--- src/rtl/register_16_pkg.sv ---
// Shared Hack datapath definitions: word width and word type.
// Imported by every block that carries a CPU/memory data word.
package hack_pkg;

  localparam int WORD_W = 16;

  typedef logic [WORD_W-1:0] word_t;

endpackage : hack_pkg

--- src/rtl/register_16_if.sv ---
// Data/load/out bundle of a storage register; master drives in/load, slave returns out.
// No handshake: load is a plain enable sampled on the rising clock edge.
interface register_16_if
  import hack_pkg::*;
#(
  parameter int WIDTH = WORD_W
);

  logic [WIDTH-1:0] in;
  logic             load;
  logic [WIDTH-1:0] out;

  modport master (
    output in,
    output load,
    input  out
  );

  modport slave (
    input  in,
    input  load,
    output out
  );

endinterface : register_16_if

--- src/rtl/register_16_bit_cell.sv ---
// One storage bit: DFF with hold/load mux and per-bit async reset value.
// Latency one clock from a load edge; no backpressure, load is a plain enable.
module bit_cell #(
  parameter logic RST_VAL = 1'b0
) (
  input  logic clk,
  input  logic rst_n,
  input  logic d,
  input  logic load,
  output logic q
);

  always_ff @(posedge clk or negedge rst_n) begin
    if (!rst_n) begin
      q <= RST_VAL;
    end else if (load) begin
      q <= d;
    end
  end

endmodule : bit_cell

--- src/rtl/register_16.sv ---
// WIDTH-bit Hack register built from bit cells; out is driven straight from flops.
// Latency one clock from a load edge to out; no backpressure, holds while load=0.
module register_16
  import hack_pkg::*;
#(
  parameter int               WIDTH     = WORD_W,
  parameter logic [WIDTH-1:0] RESET_VAL = '0
) (
  input  logic            clk,
  input  logic            rst_n,
  register_16_if.slave    bus
);

  logic [WIDTH-1:0] q;

  // Each bit carries its own reset value so RESET_VAL can be any pattern.
  for (genvar i = 0; i < WIDTH; i++) begin : g_bit
    bit_cell #(
      .RST_VAL (RESET_VAL[i])
    ) u_cell (
      .clk   (clk),
      .rst_n (rst_n),
      .d     (bus.in[i]),
      .load  (bus.load),
      .q     (q[i])
    );
  end

  assign bus.out = q;

endmodule : register_16

--- src/flat_wrapper.sv ---
// flat-port wrapper written by rule: the top's interface ports become plain ports
module register_16_flat import hack_pkg::*;
#(
  parameter int               WIDTH     = WORD_W,
  parameter logic [WIDTH-1:0] RESET_VAL = '0
)
  (clk, rst_n, bus_in, bus_load, bus_out);
  register_16_if #(.WIDTH(WIDTH)) bus_i ();
  input  logic clk;
  input  logic rst_n;
  input wire logic [$bits(bus_i.in)-1:0] bus_in;
  input wire logic [$bits(bus_i.load)-1:0] bus_load;
  output wire logic [$bits(bus_i.out)-1:0] bus_out;
  assign bus_i.in = bus_in;
  assign bus_i.load = bus_load;
  assign bus_out = bus_i.out;
  register_16 #(.WIDTH(WIDTH), .RESET_VAL(RESET_VAL)) u_core (.clk(clk), .rst_n(rst_n), .bus(bus_i));
endmodule
--- config.mk ---
export PLATFORM = sky130hd
export DESIGN_NAME = register_16_flat
export DESIGN_NICKNAME = d
export VERILOG_FILES = /design/src/rtl/register_16_pkg.sv /design/src/rtl/register_16_if.sv /design/src/rtl/register_16_bit_cell.sv /design/src/rtl/register_16.sv /design/src/flat_wrapper.sv
export SDC_FILE = /design/constraint.sdc
export NUM_CORES = 1
export LEC_CHECK = 0
export CELL_PAD_IN_SITES_DETAIL_PLACEMENT = 2
export CELL_PAD_IN_SITES_GLOBAL_PLACEMENT = 2
export CORE_MARGIN = 3
export CORE_UTILIZATION = 24
export DETAILED_ROUTE_END_ITERATION = 12
export MAX_ROUTING_LAYER = met4
export PLACE_DENSITY = 0.77
export SYNTH_ARGS = -nofsm -noshare
export SYNTH_HDL_FRONTEND = slang
export SYNTH_HIERARCHICAL = 1
export SYNTH_SLANG_ARGS = --single-unit
--- constraint.sdc ---
create_clock -name clk -period 0.9 [get_ports clk]
set_input_delay 0.135 -clock clk [delete_from_list [all_inputs] [get_ports clk]]
set_output_delay 0.135 -clock clk [all_outputs]
set_load 0.05 [all_outputs]
==> results by group <==
Status
  – Status: finished with violations
  – Failing checks: setup timing

Final layout
  – Share of cells above drive strength 1: 0.769
  – Nets: roughly 100
  – Storage cell area: between 400 and 500 sq um
  – Synth-to-Final Area Change: 106%
  – Largest regs: u_core/g_bit.u_cell/q (16)
  – Diodes inserted: 0
  – Max FFs per register: 16
  – Final instance count without filler cells: 108
  – Layout fillers: between 200 and 250
  – Highest-count cells in the layout ignoring fill and taps: 17 x clkdlybuf4s50_1, 17 x buf_12, 16 x mux2_4, 16 x dfrtp_2, 4 x buf_6
  – Design Area, Final: 0.00132 sq mm
  – Area occupied by multi-input gates: roughly 240 sq um
  – Largest Register: u_core/g_bit.u_cell/q

Synthesis
  – Post-synthesis instance area: approximately 640 sq um
  – Gate count of the mapped netlist: 32
  – Syn nets: 51
  – Post-synthesis sequential area ratio: 0.625
  – Avg Cell Area, Syn: around 20 sq um
  – Synth unique cells: 2
  – Yosys warning total: 6
  – Post-synthesis register bit count: 16

Floorplan
  – Core area: roughly 0.0025 sq mm
  – Die ar.: between 0.003 and 0.004 sq mm
  – Rows: 18
  – Die Width: 57.7 um
  – I/O pin cnt: 35
  – Die H: 57.7 um
  – Initial Util: 0.256

Timing
  – RSZ-0062 raised after global routing: true
  – Slew Viols, Final: 0
  – Skew final: 0 ns
  – Slew headroom: 0.881
  – Post-Route Setup TNS: -2.09 ns
  – Hold Fails Final Rpt: 0
  – Final setup margin: -0.134 ns
  – Transition time of the tightest slew-check pin: 0.178 ns
  – Final hold slack: 0.162 ns
  – F_max: between 900 and 1000 MHz
  – Period utilisation layout: 1.15
  – # setup viols final: 20
  – Tmin final: 1.03 ns

Setup path
  – CP Capture Point: bus_out[7]
  – Bufs and invs on worst path: 1
  – Worst path arrival time: 0.90 ns
  – RR Endpoint: u_core/g_bit[7].u_cell/q$_DFFE_PN0P_
  – R2R Path Start: u_core/g_bit[7].u_cell/q$_DFFE_PN0P_
  – R2r setup slk: -0.04 ns
  – Worst path max stage delay: around 0.45 ns
  – Kind of critical path: reg -> out
  – Max FO, Critical Path: 2
  – Worst setup path start: u_core/g_bit[7].u_cell/q$_DFFE_PN0P_
  – Crit path required time: 0.76 ns
  – Critical path's slowest cell: dfrtp_2
  – Crit start category: flop
  – WP depth: 1
  – Crit-path cells: buf_12
  – CP top delay family: flip-flops
  – Setup crit end kind: output port
  – FF-to-FF path depth: 2

CTS
  – CTS root buf: clkbuf_4
  – Hold_buf cts: 0
  – CTS tree: yes
  – Reg clk slew, reported paths: roughly 0.11 ns
  – H-tree depth: 1
  – Clock Path Buffers: 2
  – Clk sinks: 16
  – Num CTS Buffers: 3
  – Skew-Pair Late Insertion Delay: roughly 0.30 ns

Global route
  – Largest net degree at the start of global routing: 17
  – Total track usage: 0.121
  – Vias in the first global route: around 520
  – Antenna violations before repair: 0
  – GR Overflow Total: 0
  – First-pass GRT wire length: 2.79 mm

Drt
  – Residual DRC: 0
  – Final ANT Viol Nets: 0
  – Drt pass-1 iters: 3
  – DR WL/cell: approximately 16 um
  – Total wire length: 1.69 mm
  – Starting DRT DRC Count: 11
  – Routed vias/inst: ~4.2
  – Via count: 455

Placement
  – DP Worst Slack: -0.410 ns
  – Hpwl dp: about 1.3 mm
  – Placer Congestion: roughly 0.66
  – Cell Count Post-Placement: between 90 and 100
  – Port buffer count: 34
  – Post-DP Area: 0.00123 sq mm

Pwr
  – Worst VDD drop: 0.000806 V
  – Pwr per Cell Area: around 1700 mW/mm^2
  – Leak: 0.592 nW

Flow run
  – Maxcap violations: 0

Hold path
  – Min-Delay Path Class: in -> async
what timing repair did:
item	4_1_cts	5_1_grt
setup endpoints to repair	31	20
buffers inserted	4	0
pin swaps	0	0
cloned	1	0
resized for setup	5	0
metal layers:
layer | vias up | part of all wire | track usage
li1 | 205 | - | -
met4 | 0 | 0.0083 | 0.0596
met2 | 23 | 0.49 | 0.176
met3 | 2 | 0.066 | 0.0290
met5 | - | 0 | -
met1 | 225 | 0.43 | 0.158
worst min-delay path by stage:
stage,start,endpoint,slack (ns)
2_1_floorplan,rst_n,u_core/g_bit[0].u_cell/q$_DFFE_PN0P_,-0.16
3_3_place_gp,rst_n,u_core/g_bit[2].u_cell/q$_DFFE_PN0P_,0.49
3_5_place_dp,rst_n,u_core/g_bit[1].u_cell/q$_DFFE_PN0P_,0.49
4_1_cts,rst_n,u_core/g_bit[6].u_cell/q$_DFFE_PN0P_,0.16
5_1_grt,rst_n,u_core/g_bit[8].u_cell/q$_DFFE_PN0P_,0.16
6_report,rst_n,u_core/g_bit[6].u_cell/q$_DFFE_PN0P_,0.16
where the power goes:
part	leakage, nW	internal, mW	total [mW]	switching [mW]
sequential	0.171	0.805	0.891	0.0856
clock	0.0210	0.247	0.502	0.255
combinational	0.400	0.492	0.858	0.366
total	0.592	1.54	2.25	0.707
logic make-up after synthesis:
group,after synthesis,share of synthesized area
mux,16,0.375
flops,16,0.625
area by class of cell:
| class | instances | share of cell area |
|---|---|---|
| flip-flops and latches | 16 | 0.319 |
| repair buffers | 42 | 0.443 |
| multi-input cells | 16 | 0.182 |
| well taps | 30 | 0.0285 |
| clock buffers | 4 | 0.0275 |
metrics by stage:
stage	power [mW]	util
floorplan	1.23	-
global placement	1.72	0.493
detailed placement	1.73	0.493
CTS	2.28	0.528
global route	2.36	0.528
finish	2.25	0.528
cell usage after synthesis:
cell,count,area share
mux2_4,16,0.37
dfrtp_1,16,0.62
No activity file was read; power rests on OpenSTA's default activity.
